===== config.mk =====
export PLATFORM = sky130hd
export DESIGN_NAME = hazard_control_unit
export DESIGN_NICKNAME = d
export VERILOG_FILES = /design/src/rtl/mips_pkg.sv /design/src/rtl/mdu_tracker.sv /design/src/rtl/hazard_control_unit.sv
export SDC_FILE = /design/constraint.sdc
export NUM_CORES = 1
export LEC_CHECK = 0
export ABC_AREA = 1
export ABC_CLOCK_PERIOD_IN_PS = 4000
export CAP_MARGIN = 0
export CORE_ASPECT_RATIO = 2
export CORE_MARGIN = 3
export CORE_UTILIZATION = 35
export CTS_BUF_LIST = sky130_fd_sc_hd__clkbuf_4 sky130_fd_sc_hd__clkbuf_8
export DETAILED_ROUTE_END_ITERATION = 10
export SLEW_MARGIN = 20
export SYNTH_ARGS = -nofsm -noshare
export SYNTH_HDL_FRONTEND = slang
export SYNTH_SLANG_ARGS = --single-unit

===== constraint.sdc =====
create_clock -name clk -period 4 [get_ports clk]
set_clock_uncertainty 0.15 [all_clocks]
set_input_delay 1 -clock clk [delete_from_list [all_inputs] [get_ports clk]]
set_output_delay 1 -clock clk [all_outputs]
set_load 0.01 [all_outputs]

===== src/rtl/mips_pkg.sv =====
// Shared definitions for the MIPS core control path: hazard FSM states and
// default multiply/divide unit occupancies.
package mips_pkg;

  typedef enum logic {
    IDLE = 1'b0,
    BUSY = 1'b1
  } hazard_state_e;

  localparam int MUL_CYCLES_DEF = 4;
  localparam int DIV_CYCLES_DEF = 32;
  localparam int MDU_CNT_W      = 6;

endpackage


===== src/rtl/mdu_tracker.sv =====
// Tracks occupancy of the multi-cycle mult/div unit: a two-state FSM with a
// down-counter that reports busy and a one-cycle done pulse.
module mdu_tracker
  import mips_pkg::*;
#(
  parameter int MUL_CYCLES = MUL_CYCLES_DEF,
  parameter int DIV_CYCLES = DIV_CYCLES_DEF
) (
  input  logic clk,
  input  logic rst,
  input  logic i_start,
  input  logic i_is_div,
  output logic o_busy,
  output logic o_done
);

  localparam logic [MDU_CNT_W-1:0] MUL_LOAD = MDU_CNT_W'(MUL_CYCLES - 1);
  localparam logic [MDU_CNT_W-1:0] DIV_LOAD = MDU_CNT_W'(DIV_CYCLES - 1);

  hazard_state_e          r_state;
  hazard_state_e          w_state_next;
  logic [MDU_CNT_W-1:0]   r_cnt;
  logic [MDU_CNT_W-1:0]   w_cnt_next;

  always_ff @(posedge clk) begin
    if (rst) begin
      r_state <= IDLE;
      r_cnt   <= '0;
    end else begin
      r_state <= w_state_next;
      r_cnt   <= w_cnt_next;
    end
  end

  // A start seen while BUSY is ignored; the ID-stage stall makes it impossible.
  always_comb begin
    w_state_next = r_state;
    w_cnt_next   = r_cnt;
    case (r_state)
      IDLE: begin
        if (i_start) begin
          w_state_next = BUSY;
          w_cnt_next   = i_is_div ? DIV_LOAD : MUL_LOAD;
        end
      end
      BUSY: begin
        if (r_cnt == '0) begin
          w_state_next = IDLE;
        end else begin
          w_cnt_next = r_cnt - 1'b1;
        end
      end
      default: begin
        w_state_next = IDLE;
        w_cnt_next   = '0;
      end
    endcase
  end

  assign o_busy = (r_state == BUSY);
  assign o_done = (r_state == BUSY) && (r_cnt == '0);

endmodule


===== src/rtl/hazard_control_unit.sv =====
// Pipeline hazard controller: load-use and MDU result stalls, taken-branch
// flushes, and a free-running count of stalled cycles.
module hazard_control_unit
  import mips_pkg::*;
#(
  parameter int MUL_CYCLES = MUL_CYCLES_DEF,
  parameter int DIV_CYCLES = DIV_CYCLES_DEF
) (
  input  logic        clk,
  input  logic        rst,
  input  logic [4:0]  rs_id,
  input  logic [4:0]  rt_id,
  input  logic        uses_rs_id,
  input  logic        uses_rt_id,
  input  logic        hilo_read_id,
  input  logic        mdu_op_id,
  input  logic [4:0]  rt_ex,
  input  logic        mem_read_ex,
  input  logic        branch_taken_ex,
  input  logic        mdu_start_ex,
  input  logic        mdu_is_div_ex,
  output logic        pc_write,
  output logic        if_id_write,
  output logic        id_ex_bubble,
  output logic        if_id_flush,
  output logic        id_ex_flush,
  output logic        mdu_busy,
  output logic        mdu_done,
  output logic [31:0] stall_count
);

  logic        w_load_use;
  logic        w_mdu_stall;
  logic        w_stall;
  logic [31:0] r_stall_count;

  mdu_tracker #(
    .MUL_CYCLES (MUL_CYCLES),
    .DIV_CYCLES (DIV_CYCLES)
  ) u_mdu_tracker (
    .clk      (clk),
    .rst      (rst),
    .i_start  (mdu_start_ex),
    .i_is_div (mdu_is_div_ex),
    .o_busy   (mdu_busy),
    .o_done   (mdu_done)
  );

  // $zero is never a real producer, so a load into it cannot create a hazard.
  assign w_load_use = mem_read_ex && (rt_ex != 5'd0) &&
                      ((uses_rs_id && (rs_id == rt_ex)) ||
                       (uses_rt_id && (rt_id == rt_ex)));
  assign w_mdu_stall = (mdu_busy || mdu_start_ex) && (hilo_read_id || mdu_op_id);
  assign w_stall     = w_load_use || w_mdu_stall;

  always_comb begin
    pc_write     = 1'b1;
    if_id_write  = 1'b1;
    id_ex_bubble = 1'b0;
    if_id_flush  = 1'b0;
    id_ex_flush  = 1'b0;
    if (rst) begin
      pc_write     = 1'b0;
      if_id_write  = 1'b0;
      if_id_flush  = 1'b1;
      id_ex_flush  = 1'b1;
    end else if (branch_taken_ex) begin
      // ID holds a wrong-path instruction, so its stall request is moot.
      if_id_flush  = 1'b1;
      id_ex_flush  = 1'b1;
    end else if (w_stall) begin
      pc_write     = 1'b0;
      if_id_write  = 1'b0;
      id_ex_bubble = 1'b1;
    end
  end

  always_ff @(posedge clk) begin
    if (rst) begin
      r_stall_count <= '0;
    end else if (!pc_write) begin
      r_stall_count <= r_stall_count + 32'd1;
    end
  end

  assign stall_count = r_stall_count;

endmodule


==> results.md, run 1 <==
* CP endpoint kind: primary output
* Clk buf depth at 2
* ANT nets after route at 0
* Cell area after synthesis at about 2600 um2
* Reg clk slew, reported paths at about 70 ps
* CP peak stage delay at 520 ps
* Syn Nets at roughly 480
* Die W at 67.2 um
* Vias in the first global route at 2850
* Worst hold slack at 357 ps
* Share of the synthesized area in the top cell type at between 20 and 30%
* Post-layout util at 47.7%
* GRT Total Usage at 18.3%
* VDD IR max at around 190 uV
* CP Cell Sequence: clkdlybuf4s50_1 -> inv_2 -> nand2_1 -> nand2_1 -> nor2_1 -> nand3_1 -> nand2_1 -> nand2_2 -> nand2_4 -> nand2_2 -> buf_4 -> nor2_2 -> dlygate4sd2_1
* Largest cells by area after synthesis: dfxtp_1, nand2_1, inv_1
* Most frequent cell after synthesis: nand2_1
* Post-synth EDFFs at 0
* Final WL at around 7200 um
* Hold depth at 2
* Post-CTS Resized at 4
* FFs w/ async S/R, synth at 0%
* Yosys cell types at 33
* # nets final at approximately 540
* # diodes at 0
* DP Wirelength at 5710 um
* Tmin final at between 3000 and 4000 ps
* WP data arrival at about 2700 ps
* R2R Path Start: stall_count[0]$_SDFFE_PP0N_
* Core Area at 7270 um2
* Max_slew headroom at 74.3%
* # port buffers at 63
* Hold Path Origin: stall_count[1]$_SDFFE_PP0N_
* Layout area overhead at 32.3%
* Worst hold path type: reg2reg
* First DRT Iteration DRCs at 77
* CP max-delay cell: clkdlybuf4s50_1
* Total number of vias at around 2900
* R2R Setup Slk at 2010 ps
* Post-synthesis instance total at between 400 and 500
* DR pass1 iterations at 4
* Register area share after synthesis at 29.8%
* Gr ovfl total at 0
* Slew Limit Fails at 0
* Post-CTS setup buffers at 0
* Hold EP: stall_count[1]$_SDFFE_PP0N_
* YS warnings at 0
* Yosys top cell by area: dfxtp_1
* Cts bufs inserted at 5
* TritonCTS clock tree: yes
* Final hold vios at 0
* Worst-Skew Late Latency at 300 ps
* Vert. Die Dim at 128 um
* I/O pins at 64
* Final Cycle Share at 96.1%
* Routed vias/inst at 4.69
* Power Dens Cells at 259 nW/um2
* Synthesis-stage register bit count at 39
* Residual DRC at 0
* Filler cells at 795
* Top FF cell, synth: dfxtp_1
* H-tree levels at 2
* Crit path buffers/inverters at 4
* Layout cells sized above 1 at a little under 8%
* CP max FO at 3
* Pin count of the biggest net entering global routing at 33
* Hold_buf cts at 0
* RSZ-0062 raised after global routing: no
* Crit path launch type: input port
* Power, Total at 0.000898 W
* Critical path's top delay family: buffers and inverters
* CP startpoint: rt_ex[1]
* Pleak at 1.58 nW
* Root buffer cell: clkbuf_8
* Final setup viols at 0
* Initial Util at 36.1%
* Max-cap violations at 0
* Worst Max-Slew Pin Slew at 386 ps
* Routability cong. at approximately 0.84
* Detail-routed net length per standard cell at 11.9 um
* Status: completed
* CP Class: in2out
* R2r worst-path depth at 11
* Syn_area_per_cell at a little under 6 um2
* CTS Sinks at 39
* Most instantiated cells after synthesis: nand2_1, inv_1, nor2_1
* Fmax at 260 MHz
* Cell mode on critical path: nand2_1
* Die area at 8630 um2
* Reg2reg end: stall_count[28]$_SDFFE_PP0N_
* Antenna violations before repair at 0
* Endpoint required time on the critical path at roughly 2900 ps
* Cell Rows at 44
* First-pass GRT wire length at 12200 um
==> worst max-delay path by stage <==
stage,to,depth (start not counted),slack [ps]
final,id_ex_bubble,13,160
after global routing,id_ex_bubble,13,5
after CTS,if_id_write,11,3
after detailed placement,id_ex_bubble,11,-180
after global placement,id_ex_bubble,11,-190
after floorplan,pc_write,10,830
==> report_power, final <==
group	total (W)	leakage, nW	internal [W]	switching (W)
registers	0.000421	0.316	0.000403	0.0000179
logic	0.000167	1.21	0.0000801	0.0000871
clock network	0.000309	0.0549	0.000164	0.000145
==> kinds of logic (layout without fill, tap and decap cells) <==
kind of cell	Yosys count	in the layout	synth area share, %
flip-flops	39	39	29.8
XOR/XNOR	2	2	0.668
adder cells (fa/ha/maj)	2	2	0.954
AO/OA/AOI/OAI	28	28	6.01
AND/OR/NAND/NOR	279	279	47.2
buffers and inverters	98	167	15.4
==> sequential cells by signal (all words and copies together) (netlist names) <==
| name | cells |
|---|---|
| u_mdu_tracker.r_cnt | 6 |
| u_mdu_tracker.o_busy | 1 |
| stall_count | 32 |
==> layer usage <==
metal | vias up | share of wire (%) | GRT usage (%)
met5 | - | 0 | 0
met4 | 0 | 3.4 | 9.21
met3 | 17 | 4.0 | 3.58
met2 | 64 | 55 | 34.7
met1 | 1267 | 38 | 17.9
li1 | 1509 | - | -
==> per-stage QoR <==
stage                     setup slack, ps  TNS (ps)  cell area [um2]  instances
after floorplan                       832         0             2620        448
after global placement               -190      -270             3360        601
after detailed placement             -184      -313             3360        601
after CTS                            2.76         0             3470        609
after global routing                 5.26         0             3470        609
final                                 157         0             3470        609
==> final cells by class <==
type | instances | area, um2 | share of cell area, %
Clock buffer | 8 | 104 | 2.99
Timing Repair Buffer | 73 | 704 | 20.3
Tap cell | 92 | 115 | 3.32
Inverter | 86 | 323 | 9.31
Sequential cell | 39 | 781 | 22.5
Multi-Input combinational cell | 311 | 1440 | 41.6
==> worst min-delay path: stages (launching register included) <==
cell	delay, ps
dfxtp_1	350
nand2_1	80
nand2_1	40
==> placed cells by master, fill, tap and decap left out, drive strengths merged <==
master         instances
nand3                 32
clkinv                 1
a31oi                  1
clkbuf                 8
nand4                 12
o21bai                 5
dfxtp                 39
dlygate4sd2            3
buf                   10
ha                     2
clkdlybuf4s50         59
nand2                131
o22ai                  1
nand3b                 6
o21ai                 12
nor2                  83
nor4                   1
a21oi                  8
xor2                   2
or2                    1
dlymetal6s2s           1
nor3                  13
o21a                   1
inv                   85
Power figures use the tool's default switching activity.
==> run 2: changes to the inputs <==
SETUP_SLACK_MARGIN = 0.5   (was not set)
==> run 2 against run 1 <==
Cell count is 0.16% higher. Largest power group unchanged. Count of clock-buffer cells in the layout stayed put. Clock power hardly changed. Register-to-register slack hardly changed.
==> results.md, run 2 (synthesis results as in run 1) <==
* Status: completed (unchanged)
* H-tree levels at 2 (unchanged)
* Critical path's top delay family: simple AND/OR/NAND/NOR gates (was buffers and inverters)
* Crit path buffers/inverters at 3 (was 4)
* Max-cap violations at 0 (unchanged)
* First-pass GRT wire length at 12200 um (about the same)
* First DRT Iteration DRCs at 94 (was 77)
* Cell Rows at 44 (unchanged)
* CP endpoint kind: primary output (unchanged)
* Power Dens Cells at 258 nW/um2 (was 259 nW/um2)
* Routed vias/inst at 4.69 (about the same)
* TritonCTS clock tree: yes (unchanged)
* GRT Total Usage at 18.3% (about the same)
* Initial Util at 36.1% (unchanged)
* Die W at 67.2 um (unchanged)
* Vert. Die Dim at 128 um (unchanged)
* Cts bufs inserted at 5 (unchanged)
* Worst hold slack at 357 ps (about the same)
* Pleak at 1.63 nW (was 1.58 nW)
* TNS Setup at 0 ps (unchanged)
* VDD IR max at 187 uV (was 191 uV)
* Layout Cell Area excl Fill at 3490 um2 (was 3470 um2)
* Slew Limit Fails at 0 (unchanged)
* Final hold vios at 0 (unchanged)
* Endpoint required time on the critical path at 2850 ps (about the same)
* Most frequent cells in the layout: nand2_1, inv_1, nor2_1, clkdlybuf4s50_1, dfxtp_1 (unchanged)
* Total number of vias at 2861 (was 2857)
* CP Class: in2out (unchanged)
* Antenna violations before repair at 0 (unchanged)
* DP Wirelength at 5710 um (unchanged)
* Routability cong. at 0.839 (unchanged)
* Worst hold path type: reg2reg (unchanged)
* Crit path launch type: input port (unchanged)
* Fmax at 296 MHz (was 260 MHz)
* Die area at 8630 um2 (unchanged)
* Worst Max-Slew Pin Slew at 397 ps (was 386 ps)
* I/O pins at 64 (unchanged)
* Tmin final at 3380 ps (was 3840 ps)
* Placement Cell Area at 3360 um2 (unchanged)
* # nets final at 544 (was 543)
* # port buffers at 63 (unchanged)
* Gr ovfl total at 0 (unchanged)
* WP data arrival at 2230 ps (was 2690 ps)
* Layout area overhead at 33.0% (was 32.3%)
* CTS Sinks at 39 (unchanged)
* CP Cell Sequence: clkdlybuf4s15_1 -> nand2_1 -> nand2_1 -> nor2_2 -> nand3_1 -> nand2_1 -> nand2_2 -> nand2_4 -> nand2_4 -> buf_6 -> nor2_4 -> buf_6 (was clkdlybuf4s50_1 -> inv_2 -> nand2_1 -> nand2_1 -> nor2_1 -> nand3_1 -> nand2_1 -> nand2_2 -> nand2_4 -> nand2_2 -> buf_4 -> nor2_2 -> dlygate4sd2_1)
* ANT nets after route at 0 (unchanged)
* Pin count of the biggest net entering global routing at 33 (unchanged)
* Core Area at 7270 um2 (unchanged)
* Vias in the first global route at 2844 (was 2850)
* Final setup viols at 0 (unchanged)
* # diodes at 0 (unchanged)
* Max_slew headroom at 73.5% (was 74.3%)
* Commonest non-fill, non-tap cell in the layout: nand2_1 (unchanged)
* CP max FO at 4 (was 3)
* Worst-Skew Late Latency at 300 ps (about the same)
* Filler cells at 800 (was 795)
* RSZ-0062 raised after global routing: no (unchanged)
* Residual DRC at 0 (unchanged)
* CP peak stage delay at 250 ps (was 520 ps)
* Layout cells sized above 1 at 9.65% (was 7.93%)
* Final WL at 7340 um (was 7250 um)
* Reg clk slew, reported paths at 70 ps (about the same)
* Max reg flops at 32 (unchanged)
* DR pass1 iterations at 4 (unchanged)
* Detail-routed net length per standard cell at 12.0 um (was 11.9 um)
* Cell mode on critical path: nand2_1 (unchanged)
* Root buffer cell: clkbuf_8 (unchanged)
* Clk buf depth at 2 (unchanged)
* Final Cycle Share at 84.5% (was 96.1%)
* CP max-delay cell: clkdlybuf4s15_1 (was clkdlybuf4s50_1)
* Hold_buf cts at 0 (unchanged)
==> run 2: changes by cell type in the layout (fill, tap and decap cells not counted), sizes merged <==
cell and change:
clkdlybuf4s50 -18, dlygate4sd2 +9, buf +4, dlymetal6s2s +4, clkdlybuf4s15 +2
==> run 2: path summary, 6_finish.rpt <==
check | startpoint | endpoint | slack [ps] | depth (start not counted)
max | rt_ex[0] | id_ex_bubble | 620 | 12
min | stall_count[1]$_SDFFE_PP0N_ | stall_count[1]$_SDFFE_PP0N_ | 360 | 2
max reg2reg | stall_count[0]$_SDFFE_PP0N_ | stall_count[28]$_SDFFE_PP0N_ | 2010 | 11
min reg2reg | stall_count[1]$_SDFFE_PP0N_ | stall_count[1]$_SDFFE_PP0N_ | 360 | 2
==> run 2: tightest hold or removal path, stage by stage (launching register included) <==
cell and delay (ps):
dfxtp_1 350, nand2_1 80, nand2_1 40
==> run 2: repair_timing <==
item / in CTS / in global routing
gates cloned: 0 / 0
pin swaps: 9 / 14
resized for setup: 36 / 8
hold endpoints to repair: 0 / 0
setup buffers: 1 / 0
setup endpoints to repair: 5 / 3
==> run 2: stage by stage <==
step	utilization, %	setup slack, ps	power, W	std cells
after floorplan	-	832	0.000526	448
after global placement	46.3	-190	0.000598	601
after detailed placement	46.3	-184	0.000600	601
after CTS	47.8	427	0.000914	610
after global routing	48.0	509	0.000950	610
final	48.0	618	0.000899	610
==> run 2: final cells by class <==
type | count | area (um2) | area share [%]
clock buffer | 8 | 104 | 2.98
inverter | 86 | 324 | 9.29
sequential | 39 | 781 | 22.4
timing repair buffer | 74 | 706 | 20.2
multi-input combinational | 311 | 1460 | 41.8
tap | 92 | 115 | 3.30
==> run 2: metal layers <==
layer | part of all wire (%) | track usage [%] | vias up | wire length, um
li1 | - | - | 1511 | -
met1 | 37 | 17.8 | 1279 | 2750
met2 | 56 | 34.7 | 57 | 4080
met3 | 4.0 | 3.58 | 14 | 295
met4 | 3.0 | 9.21 | 0 | 218
met5 | 0 | 0 | - | 0
==> run 2: report_power, final <==
group | internal (W) | switching, W | leakage, nW | total (W)
combinational | 0.0000773 | 0.0000901 | 1.26 | 0.000167
sequential | 0.000403 | 0.0000180 | 0.316 | 0.000421
clock | 0.000164 | 0.000146 | 0.0549 | 0.000310
==> run 3: changes to the inputs <==
ABC_CLOCK_PERIOD_IN_PS = 3000   (was 4000)
clock period = 3 ns   (was 4 ns; I/O delays follow)
==> run 3 against run 2 <==
Cell count up 0.66%. Setup slack worse by 220 ps. Critical path depth up 1. Clock power up 46%. Combinational power up 44%. Routed wire length down 1.2%. Count of clock-buffer cells in the layout down 2. Flip-flop and latch count unchanged. First-iteration DRC count up 59%. Cell area up 2.6%. Non-clock buffer count up 5. Critical path type unchanged.
==> results.md, run 3 (synthesis results as in run 1) <==
* Final WL at 7250 um (was 7340 um)
* Multi-input logic area at 1500 um2 (was 1460 um2)
* WL met2 at 4150 um (was 4080 um)
* Routability cong. at 0.802 (was 0.839)
* CP max-delay cell: nor2_2 (was clkdlybuf4s15_1)
* Filler cells at 788 (was 800)
* Antenna violations before repair at 0 (unchanged)
* Final setup viols at 0 (unchanged)
* ANT nets after route at 0 (unchanged)
* Routed vias/inst at 4.75 (was 4.69)
* Crit path buffers/inverters at 4 (was 3)
* # nets final at 549 (was 544)
* TritonCTS clock tree: yes (unchanged)
* Worst hold slack at 347 ps (was 357 ps)
* First DRT Iteration DRCs at 149 (was 94)
* WL met3 at 322 um (was 295 um)
* Initial Util at 36.1% (unchanged)
* Core Area at 7270 um2 (unchanged)
* Commonest non-fill, non-tap cell in the layout: nand2_1 (unchanged)
* CP max FO at 4 (unchanged)
* Vert. Die Dim at 128 um (unchanged)
* Status: completed (unchanged)
* Max_slew headroom at 76.5% (was 73.5%)
* Final Cycle Share at 86.6%
* Layout area overhead at 36.5% (was 33.0%)
* H-tree levels at 2 (unchanged)
* Worst Max-Slew Pin Slew at 352 ps (was 397 ps)
* Pin count of the biggest net entering global routing at 33 (unchanged)
* First-pass GRT wire length at 12000 um (was 12200 um)
* Total number of vias at 2916 (was 2861)
* Slew Limit Fails at 0 (unchanged)
* VDD IR max at 228 uV (was 187 uV)
* Max-cap violations at 0 (unchanged)
* # diodes at 0 (unchanged)
* Final hold vios at 0 (unchanged)
* CP Class: in2out (unchanged)
* Vias in the first global route at 2816 (was 2844)
* Gr ovfl total at 0 (unchanged)
* DR pass1 iterations at 4 (unchanged)
* Power Dens Cells at 351 nW/um2 (was 258 nW/um2)
* Storage element area at 781 um2 (unchanged)
* Layout cells sized above 1 at 16.5% (was 9.65%)
* DR top layer: met4 (unchanged)
* Pleak at 1.64 nW (was 1.63 nW)
* Detail-routed net length per standard cell at 11.8 um (was 12.0 um)
* CP endpoint kind: primary output (unchanged)
* Tmin final at 2600 ps
* Residual DRC at 0 (unchanged)
* CTS Sinks at 39 (unchanged)
* CP Cell Sequence: buf_6 -> inv_1 -> nand2_2 -> nand2_2 -> nor2_2 -> nand3_1 -> nand2_1 -> nand2_2 -> nand2_4 -> nand2_4 -> nand2_4 -> inv_4 -> buf_6 (was clkdlybuf4s15_1 -> nand2_1 -> nand2_1 -> nor2_2 -> nand3_1 -> nand2_1 -> nand2_2 -> nand2_4 -> nand2_4 -> buf_6 -> nor2_4 -> buf_6)
* Cts bufs inserted at 5 (unchanged)
* Reg clk slew, reported paths at 80 ps (was 70 ps)
* WP data arrival at 1700 ps (was 2230 ps)
* Root buffer cell: clkbuf_8 (unchanged)
* I/O pins at 64 (unchanged)
* TNS Setup at 0 ps (unchanged)
* Worst hold path type: reg2reg (unchanged)
* GRT Total Usage at 18.1% (was 18.3%)
* DP Wirelength at 5690 um (was 5710 um)
* # port buffers at 63 (unchanged)
* WL met1 at 2570 um (was 2750 um)
* Fmax at a little under 400 MHz
* Clk buf depth at 2 (unchanged)
* Most frequent cells in the layout: nand2_1, inv_1, nor2_1, dfxtp_1, clkdlybuf4s50_1 (was nand2_1, inv_1, nor2_1, clkdlybuf4s50_1, dfxtp_1)
* Crit path launch type: input port (unchanged)
* Cell Rows at 44 (unchanged)
* CP peak stage delay at 110 ps (was 250 ps)
* Max reg flops at 32 (unchanged)
* Endpoint required time on the critical path at 2100 ps (was 2850 ps)
* Die area at 8630 um2 (unchanged)
* Critical path's top delay family: simple AND/OR/NAND/NOR gates (unchanged)
* RSZ-0062 raised after global routing: yes (was no)
* Worst-Skew Late Latency at 310 ps (was 300 ps)
* Die W at 67.2 um (unchanged)
==> run 3: tightest hold or removal path, delay by kind of cell, from the launching register on <==
kind                   cells  cell delay (ps)
AOI/OAI and AO/OA          1               70
DFF                        1              310
buffers and inverters      1               80
==> run 3: worst paths after layout <==
path | start | endpoint | slack [ps] | depth (start not counted)
max | rt_id[4] | pc_write | 400 | 13
min reg2reg | u_mdu_tracker.r_cnt[0]$_SDFFE_PP0P_ | u_mdu_tracker.r_cnt[0]$_SDFFE_PP0P_ | 350 | 2
max reg2reg | stall_count[0]$_SDFFE_PP0N_ | stall_count[28]$_SDFFE_PP0N_ | 1030 | 11
min | u_mdu_tracker.r_cnt[0]$_SDFFE_PP0P_ | u_mdu_tracker.r_cnt[0]$_SDFFE_PP0P_ | 350 | 2
==> run 3: through the flow <==
step | instance area, um2 | instances | power [W] | setup slack (ps) | util, %
final | 3580 | 614 | 0.00126 | 402 | 49.2
after CTS | 3530 | 613 | 0.00126 | 378 | 48.5
after global routing | 3580 | 614 | 0.00132 | 313 | 49.2
after global placement | 3400 | 605 | 0.000802 | -511 | 46.8
after detailed placement | 3400 | 605 | 0.000806 | -539 | 46.8
after floorplan | 2640 | 448 | 0.000704 | 503 | -
==> run 3: area by class of cell <==
class,instances,area share [%]
clock buffers,6,2.13
clock inverters,1,0.839
inverters,86,9.34
multi-input cells,311,41.9
flip-flops and latches,39,21.8
well taps,92,3.22
repair buffers,79,20.8
==> run 3: metal layers <==
layer  track usage [%]  vias to the layer above
met5                 0                        -
met4              8.49                        0
met3              3.23                       18
met2              35.4                       70
met1              16.9                     1314
li1                  -                     1514
==> run 3: report_power, final <==
group	switching, W	internal (W)	total, W
Combinational	0.000126	0.000115	0.000241
Clock	0.000199	0.000253	0.000452
Sequential	0.0000252	0.000538	0.000563
Total	0.000350	0.000906	0.00126
==> run 3: what timing repair did <==
item / 4_1_cts / 5_1_grt
gates cloned: 0 / 0
endpoints found under the setup margin: 6 / 4
hold buffers: 0 / 0
pin swaps: 27 / 20
gates resized for setup: 110 / 19
buffers inserted: 1 / 1
hold endpoints to repair: 0 / 0
